### config.mk
export PLATFORM = sky130hd
export DESIGN_NAME = debug_page_scheduler
export DESIGN_NICKNAME = d
export VERILOG_FILES = /design/src/rtl/debug_page_scheduler_pkg.sv /design/src/rtl/debug_page_scheduler_key_debounce.sv /design/src/rtl/debug_page_scheduler.sv
export SDC_FILE = /design/constraint.sdc
export NUM_CORES = 1
export LEC_CHECK = 0
export BUFFER_PORTS_ARGS = -buffer_cell sky130_fd_sc_hd__buf_2
export CORE_MARGIN = 2
export CORE_UTILIZATION = 35
export CTS_CLUSTER_DIAMETER = 60
export CTS_CLUSTER_SIZE = 16
export DETAILED_ROUTE_END_ITERATION = 16
export PLACE_DENSITY = 0.63
export SLEW_MARGIN = 10
export SYNTH_ARGS = -nofsm -noshare
export SYNTH_HDL_FRONTEND = slang
export SYNTH_HIERARCHICAL = 1
export SYNTH_SLANG_ARGS = --single-unit
### constraint.sdc
create_clock -name CLOCK_50 -period 4.2 [get_ports CLOCK_50]
set_input_delay 0.21 -clock CLOCK_50 [delete_from_list [all_inputs] [get_ports CLOCK_50]]
set_output_delay 0.21 -clock CLOCK_50 [all_outputs]
set_load 0.02 [all_outputs]
### src/rtl/debug_page_scheduler_pkg.sv
// Shared types and constants for the debug page scheduler.
package debug_pkg;

    typedef enum logic [1:0] {
        AUTO   = 2'd0,
        MANUAL = 2'd1,
        FROZEN = 2'd2
    } mode_t;

    localparam int PAGE_W     = 24;
    localparam int KEY_STEP   = 0;
    localparam int KEY_FREEZE = 1;
    localparam int KEY_AUTO   = 2;

endpackage

### src/rtl/debug_page_scheduler_key_debounce.sv
// One push-button: 2-flop synchronizer, debounce counter, single-cycle press pulse
// on each debounced release-to-press (1 -> 0) transition.
module key_debounce #(
    parameter int DB_CYC = 500_000
) (
    input  logic clk,
    input  logic reset,
    input  logic key_n,
    output logic press
);

    localparam int CNT_W = (DB_CYC > 1) ? $clog2(DB_CYC + 1) : 1;
    localparam logic [CNT_W-1:0] CNT_LAST = CNT_W'(DB_CYC - 1);

    logic             sync1_q, sync2_q;
    logic             stable_q, stable_d;
    logic             press_q, press_d;
    logic [CNT_W-1:0] cnt_q, cnt_d;

    // The counter only runs while the synced input disagrees with the stable level,
    // so any bounce back to the stable level restarts the window.
    always_comb begin
        stable_d = stable_q;
        cnt_d    = '0;
        press_d  = 1'b0;
        if (sync2_q != stable_q) begin
            if (cnt_q == CNT_LAST) begin
                stable_d = sync2_q;
                press_d  = ~sync2_q;
            end else begin
                cnt_d = cnt_q + 1'b1;
            end
        end
    end

    always_ff @(posedge clk) begin
        if (reset) begin
            sync1_q  <= 1'b1;
            sync2_q  <= 1'b1;
            stable_q <= 1'b1;
            cnt_q    <= '0;
            press_q  <= 1'b0;
        end else begin
            sync1_q  <= key_n;
            sync2_q  <= sync1_q;
            stable_q <= stable_d;
            cnt_q    <= cnt_d;
            press_q  <= press_d;
        end
    end

    assign press = press_q;

endmodule

### src/rtl/debug_page_scheduler.sv
// Rotates up to eight 24-bit debug pages onto the hex display, with auto dwell,
// manual stepping and a frozen snapshot mode driven by three debounced keys.
module debug_page_scheduler
    import debug_pkg::*;
#(
    parameter int CLK_HZ      = 50_000_000,
    parameter int DWELL_MS    = 2000,
    parameter int DEBOUNCE_MS = 10,
    parameter int NUM_PAGES   = 8
) (
    input  logic                        CLOCK_50,
    input  logic                        reset,
    input  logic [2:0]                  KEY,
    input  logic [PAGE_W*NUM_PAGES-1:0] page_data,
    input  logic [NUM_PAGES-1:0]        page_en,
    output logic [PAGE_W-1:0]           display_value,
    output logic [2:0]                  page_index,
    output logic [1:0]                  mode,
    output logic                        tick
);

    localparam int DWELL_CYC = CLK_HZ / 1000 * DWELL_MS;
    localparam int DB_CYC    = CLK_HZ / 1000 * DEBOUNCE_MS;
    localparam int DW_W      = (DWELL_CYC > 1) ? $clog2(DWELL_CYC) : 1;
    localparam logic [DW_W-1:0] DWELL_LAST = DW_W'(DWELL_CYC - 1);

    logic [2:0]        press;
    logic              step_p, freeze_p, auto_p;
    mode_t             mode_q, mode_d;
    logic [2:0]        page_q, page_d, page_nxt;
    logic [DW_W-1:0]   dwell_q, dwell_d;
    logic [PAGE_W-1:0] disp_q, disp_d, live_data;
    logic              tick_q, tick_d;
    logic              cur_en;

    key_debounce #(.DB_CYC(DB_CYC)) u_key_step (
        .clk(CLOCK_50), .reset(reset), .key_n(KEY[KEY_STEP]), .press(press[KEY_STEP])
    );
    key_debounce #(.DB_CYC(DB_CYC)) u_key_freeze (
        .clk(CLOCK_50), .reset(reset), .key_n(KEY[KEY_FREEZE]), .press(press[KEY_FREEZE])
    );
    key_debounce #(.DB_CYC(DB_CYC)) u_key_auto (
        .clk(CLOCK_50), .reset(reset), .key_n(KEY[KEY_AUTO]), .press(press[KEY_AUTO])
    );

    assign auto_p   = press[KEY_AUTO];
    assign freeze_p = press[KEY_FREEZE] & ~press[KEY_AUTO];
    assign step_p   = press[KEY_STEP] & ~press[KEY_FREEZE] & ~press[KEY_AUTO];

    // First enabled page above cur (wrapping); cur itself if no other page is enabled.
    function automatic logic [2:0] next_enabled(input logic [2:0] cur,
                                                input logic [NUM_PAGES-1:0] en);
        logic [2:0] res;
        logic       found;
        int         j;
        res   = cur;
        found = 1'b0;
        for (int i = 1; i < NUM_PAGES; i++) begin
            j = int'(cur) + i;
            if (j >= NUM_PAGES) j = j - NUM_PAGES;
            if (!found && en[j]) begin
                res   = 3'(j);
                found = 1'b1;
            end
        end
        return res;
    endfunction

    always_comb begin
        live_data = '0;
        cur_en    = 1'b0;
        for (int p = 0; p < NUM_PAGES; p++) begin
            if (page_q == 3'(p)) begin
                live_data = page_data[p*PAGE_W +: PAGE_W];
                cur_en    = page_en[p];
            end
        end
    end

    assign page_nxt = next_enabled(page_q, page_en);

    always_comb begin
        mode_d  = mode_q;
        page_d  = page_q;
        dwell_d = dwell_q;
        tick_d  = 1'b0;
        case (mode_q)
            AUTO: begin
                if (auto_p) begin
                    dwell_d = '0;
                end else if (freeze_p) begin
                    mode_d = FROZEN;
                end else if (step_p) begin
                    mode_d  = MANUAL;
                    page_d  = page_nxt;
                    dwell_d = '0;
                end else if (dwell_q == DWELL_LAST) begin
                    tick_d  = 1'b1;
                    page_d  = page_nxt;
                    dwell_d = '0;
                end else begin
                    dwell_d = dwell_q + 1'b1;
                end
            end
            MANUAL: begin
                dwell_d = '0;
                if (auto_p)        mode_d = AUTO;
                else if (freeze_p) mode_d = FROZEN;
                else if (step_p)   page_d = page_nxt;
            end
            FROZEN: begin
                if (auto_p) begin
                    mode_d  = AUTO;
                    dwell_d = '0;
                end else if (freeze_p) begin
                    mode_d = MANUAL;
                end
            end
            default: begin
                mode_d  = AUTO;
                dwell_d = '0;
            end
        endcase
        // Current page switched off while live: hop away silently.
        if (mode_q != FROZEN && mode_d != FROZEN && page_d == page_q && !cur_en)
            page_d = page_nxt;
    end

    always_comb begin
        disp_d = live_data;
        if (mode_d == FROZEN)    disp_d = disp_q;
        else if (page_en == '0)  disp_d = '0;
    end

    always_ff @(posedge CLOCK_50) begin
        if (reset) begin
            mode_q  <= AUTO;
            page_q  <= '0;
            dwell_q <= '0;
            disp_q  <= '0;
            tick_q  <= 1'b0;
        end else begin
            mode_q  <= mode_d;
            page_q  <= page_d;
            dwell_q <= dwell_d;
            disp_q  <= disp_d;
            tick_q  <= tick_d;
        end
    end

    assign display_value = disp_q;
    assign page_index    = page_q;
    assign mode          = mode_q;
    assign tick          = tick_q;

endmodule

==> flow_summary.json <==
{
  "drtIter0Drc": 562,
  "antenna_found_initial": 1,
  "min_period_ps": 3330,
  "drtAntennaViolNets": 0,
  "yosys_warnings": 6,
  "final_max_slew_viol_count": 0,
  "regToRegSetupSlack_ps": 870,
  "cts_root_buf": "clkbuf_16",
  "grt_pass1_wl_mm": 37.5,
  "place_hpwl_mm": 18.6,
  "drt_first_pass_iters": 5,
  "finalCritPeriodShare_pct": 79.3,
  "synth-async-reset-ratio_pct": 0,
  "synthDistinctLibCells": 66,
  "grt-ovfl-total": 0,
  "grt_usage_pct": 20.6,
  "drive_above_1_share_pct": 27.4,
  "ir_drop_mv": 0.262,
  "seq_area_frac_synth_pct": 33.1,
  "status": "complete, no violations",
  "synthCells": 954,
  "synth_ff_type": "dfxtp_1",
  "clock_skew_ps": 11.6,
  "fin_nets": 1383,
  "numPortBuffers": 234,
  "clkSinkCount": 126,
  "crit_arrival_ps": 3670,
  "synth_edf_count": 0,
  "comb_power_share_pct": 42.0,
  "yosys.area_share.simple_pct": 24.9,
  "rsz0062_at_grt": "no",
  "synth_seq_cells": 126,
  "p_switching_mw": 1.97,
  "initial_core_util_pct": 35.3,
  "postPlaceCellArea_um2": 9010,
  "fillers": 2155,
  "hold_violations": 0,
  "power_frac_seq_pct": 26.3,
  "clk_latency_ps": 420,
  "syn2layout_area_growth_pct": 27.2,
  "wl_per_cell_um": 17.1,
  "place_inst": 1425,
  "cts.path.max_buffers": 2,
  "gp_congestion": 0.857,
  "start_kind": "flop",
  "fin_cells": 1462,
  "cts.repair.resized": 0,
  "core_um2": 21600,
  "grt_pass1_vias": 7132,
  "rr_endpoint": "page_index[2]",
  "grt_max_degree": 52,
  "cpMostUsedCell": "mux2i_1",
  "timing_worst_setup_path_type": "flop to flop",
  "dieArea_um2": 23000,
  "setup_viol": 0,
  "worst_setup_path_end_kind": "flop",
  "drc": 0,
  "syn_area_per_cell_um2": 8.00,
  "p_leak_nw": 3.56,
  "p_total_mw": 5.19,
  "rr_worst_depth": 9,
  "path_cells": "inv_1 > ha_1 > mux2i_1 > mux2i_1 > o221ai_1 > nand3b_1 > nor3_2 > nand4_1 > a31oi_1",
  "cp.required_ps": 4540,
  "critPathLaunch": "page_index[1]",
  "htree_levels": 4,
  "vias_per_cell": 5.49,
  "synth_area_um2": 7630,
  "multi_input_area_um2": 4780,
  "clk_pin_slew_ps": 60,
  "final_cell_mix": "234 x buf_2, 127 x nor2_1, 126 x dfxtp_1",
  "synthMuxAreaShare_pct": 5.30,
  "setup-tns-final_ps": 0,
  "synth_fa_ha_area_share_pct": 1.80,
  "power.density_nw_per_um2": 535,
  "final_common_cell": "buf_2",
  "slew_headroom_pct": 29.1,
  "max_freq_mhz": 300,
  "p_int_mw": 3.22,
  "synth_compound_area_share_pct": 23.1,
  "slowest_stage": "ha_1",
  "cts_tree": "built",
  "numCtsBuffers": 17,
  "p_sw_share_pct": 38.0,
  "rows": 54,
  "max_stage_delay_ps": 670,
  "crit_end": "page_index[2]",
  "regToRegStartpoint": "page_index[1]",
  "die_width_um": 152,
  "maxCapViolCount": 0,
  "worst_pin_slew_ps": 1060,
  "postRouteWirelength_mm": 25.0,
  "fp.dieH_um": 152,
  "ios": 235,
  "synth_top_family_by_area": "simple AND/OR/NAND/NOR gates",
  "hp-class": "input port to flop",
  "fin_area_um2": 9700,
  "synthesis.nets": 1170,
  "synth_xor_area_share_pct": 7.35,
  "fin_util_pct": 44.9,
  "seq_area_um2": 2520,
  "critPathMaxFanout": 14,
  "vias": 8029,
  "p_clk_share_pct": 31.7
}
[layer usage]
metal	global-route usage (%)	vias to the layer above	routed length, um
li1	-	3981	-
met5	0	-	0
met3	4.73	44	1960
met1	27.6	3714	11000
met4	10.0	0	864
met2	31.1	290	11200
[power groups by stage]
stage	registers, mW	logic, mW	clock network (mW)
final	1.36	2.18	1.64
after global routing	1.37	2.39	1.73
after CTS	1.36	2.14	1.68
after detailed placement	1.39	2.12	0
after global placement	1.39	2.11	0
after floorplan	1.48	1.37	0
[critical path, delay by kind of cell, from the launching register on]
| kind | cells | cell delay (ps) |
|---|---|---|
| fa+ha+maj | 1 | 670 |
| compound gates | 2 | 670 |
| simple gates | 3 | 660 |
| flops | 1 | 550 |
| mux | 2 | 480 |
| buf+inv | 1 | 220 |
[state kept, by name, summed over array words and instances, names as in the netlist, 2 cells and up]
name,count
dwell_q,27
mode,2
page_index,3
u_key_step/cnt_q,19
u_key_freeze/cnt_q,19
display_value,24
u_key_auto/cnt_q,19
[final cells by class]
cell class              count  share of cell area [%]
clock inverters            15                    2.41
inverters                  22                   0.851
flip-flops and latches    126                    26.0
repair buffers            251                    13.5
well taps                 280                    3.61
clock buffers              17                    4.38
diodes                      2                  0.0516
multi-input cells         749                    49.2
[how the worst min path moves through the flow]
stage | endpoint | slack (ps) | cells after the start | from
6_report | display_value[3] | 80 | 3 | page_data[171]
5_1_grt | display_value[18] | 70 | 3 | page_data[186]
4_1_cts | display_value[9] | 60 | 3 | page_data[177]
3_5_place_dp | u_key_auto/sync2_q | 390 | 1 | u_key_auto/sync1_q
3_3_place_gp | u_key_auto/sync2_q | 390 | 1 | u_key_auto/sync1_q
2_1_floorplan | u_key_auto/sync1_q | 310 | 1 | KEY[2]
[synth_stat cells (all sizes together) (6+ instances only)]
cell type,count,share of area (%)
a21oi,57,3.7
a221oi,24,2.8
a22oi,24,2.4
and2,7,0.57
and3,11,0.90
buf,11,1.1
clkbuf,46,2.3
dfxtp,126,33
ha,11,1.8
inv,21,1.0
mux2,10,1.5
mux2i,13,1.7
mux4,7,2.1
nand2,68,3.3
nand2b,7,0.57
nand3,34,2.2
nand3b,6,0.59
nand4,23,2.3
nor2,127,6.2
nor3,20,1.4
nor4,18,1.9
o21ai,93,6.4
o22ai,25,2.1
o311ai,25,2.9
or2,9,0.74
or3,6,0.56
or4,13,1.4
xnor2,42,4.8
xor2,22,2.5
[logic make-up after synthesis]
kind of cell    count (synthesis)
xor+xnor                       64
fa+ha+maj                      11
compound gates                275
buf+inv                        79
flops                         126
mux                            30
simple gates                  369
[what timing repair did]
| action | CTS | global route |
|---|---|---|
| setup endpoints to repair | 0 | 0 |
| buffers inserted | 0 | 0 |
| hold buffers | 3 | 0 |
| hold endpoints to repair | 3 | 0 |
[per-stage QoR]
| step | hold WS, ps | setup WS [ps] |
|---|---|---|
| finish | 75.4 | 869 |
| global route | 74.9 | 548 |
| CTS | 59.4 | 920 |
| detailed placement | 393 | 963 |
| global placement | 392 | 1080 |
| floorplan | 314 | 992 |
Note: power is estimated with default switching activity, not from simulation.
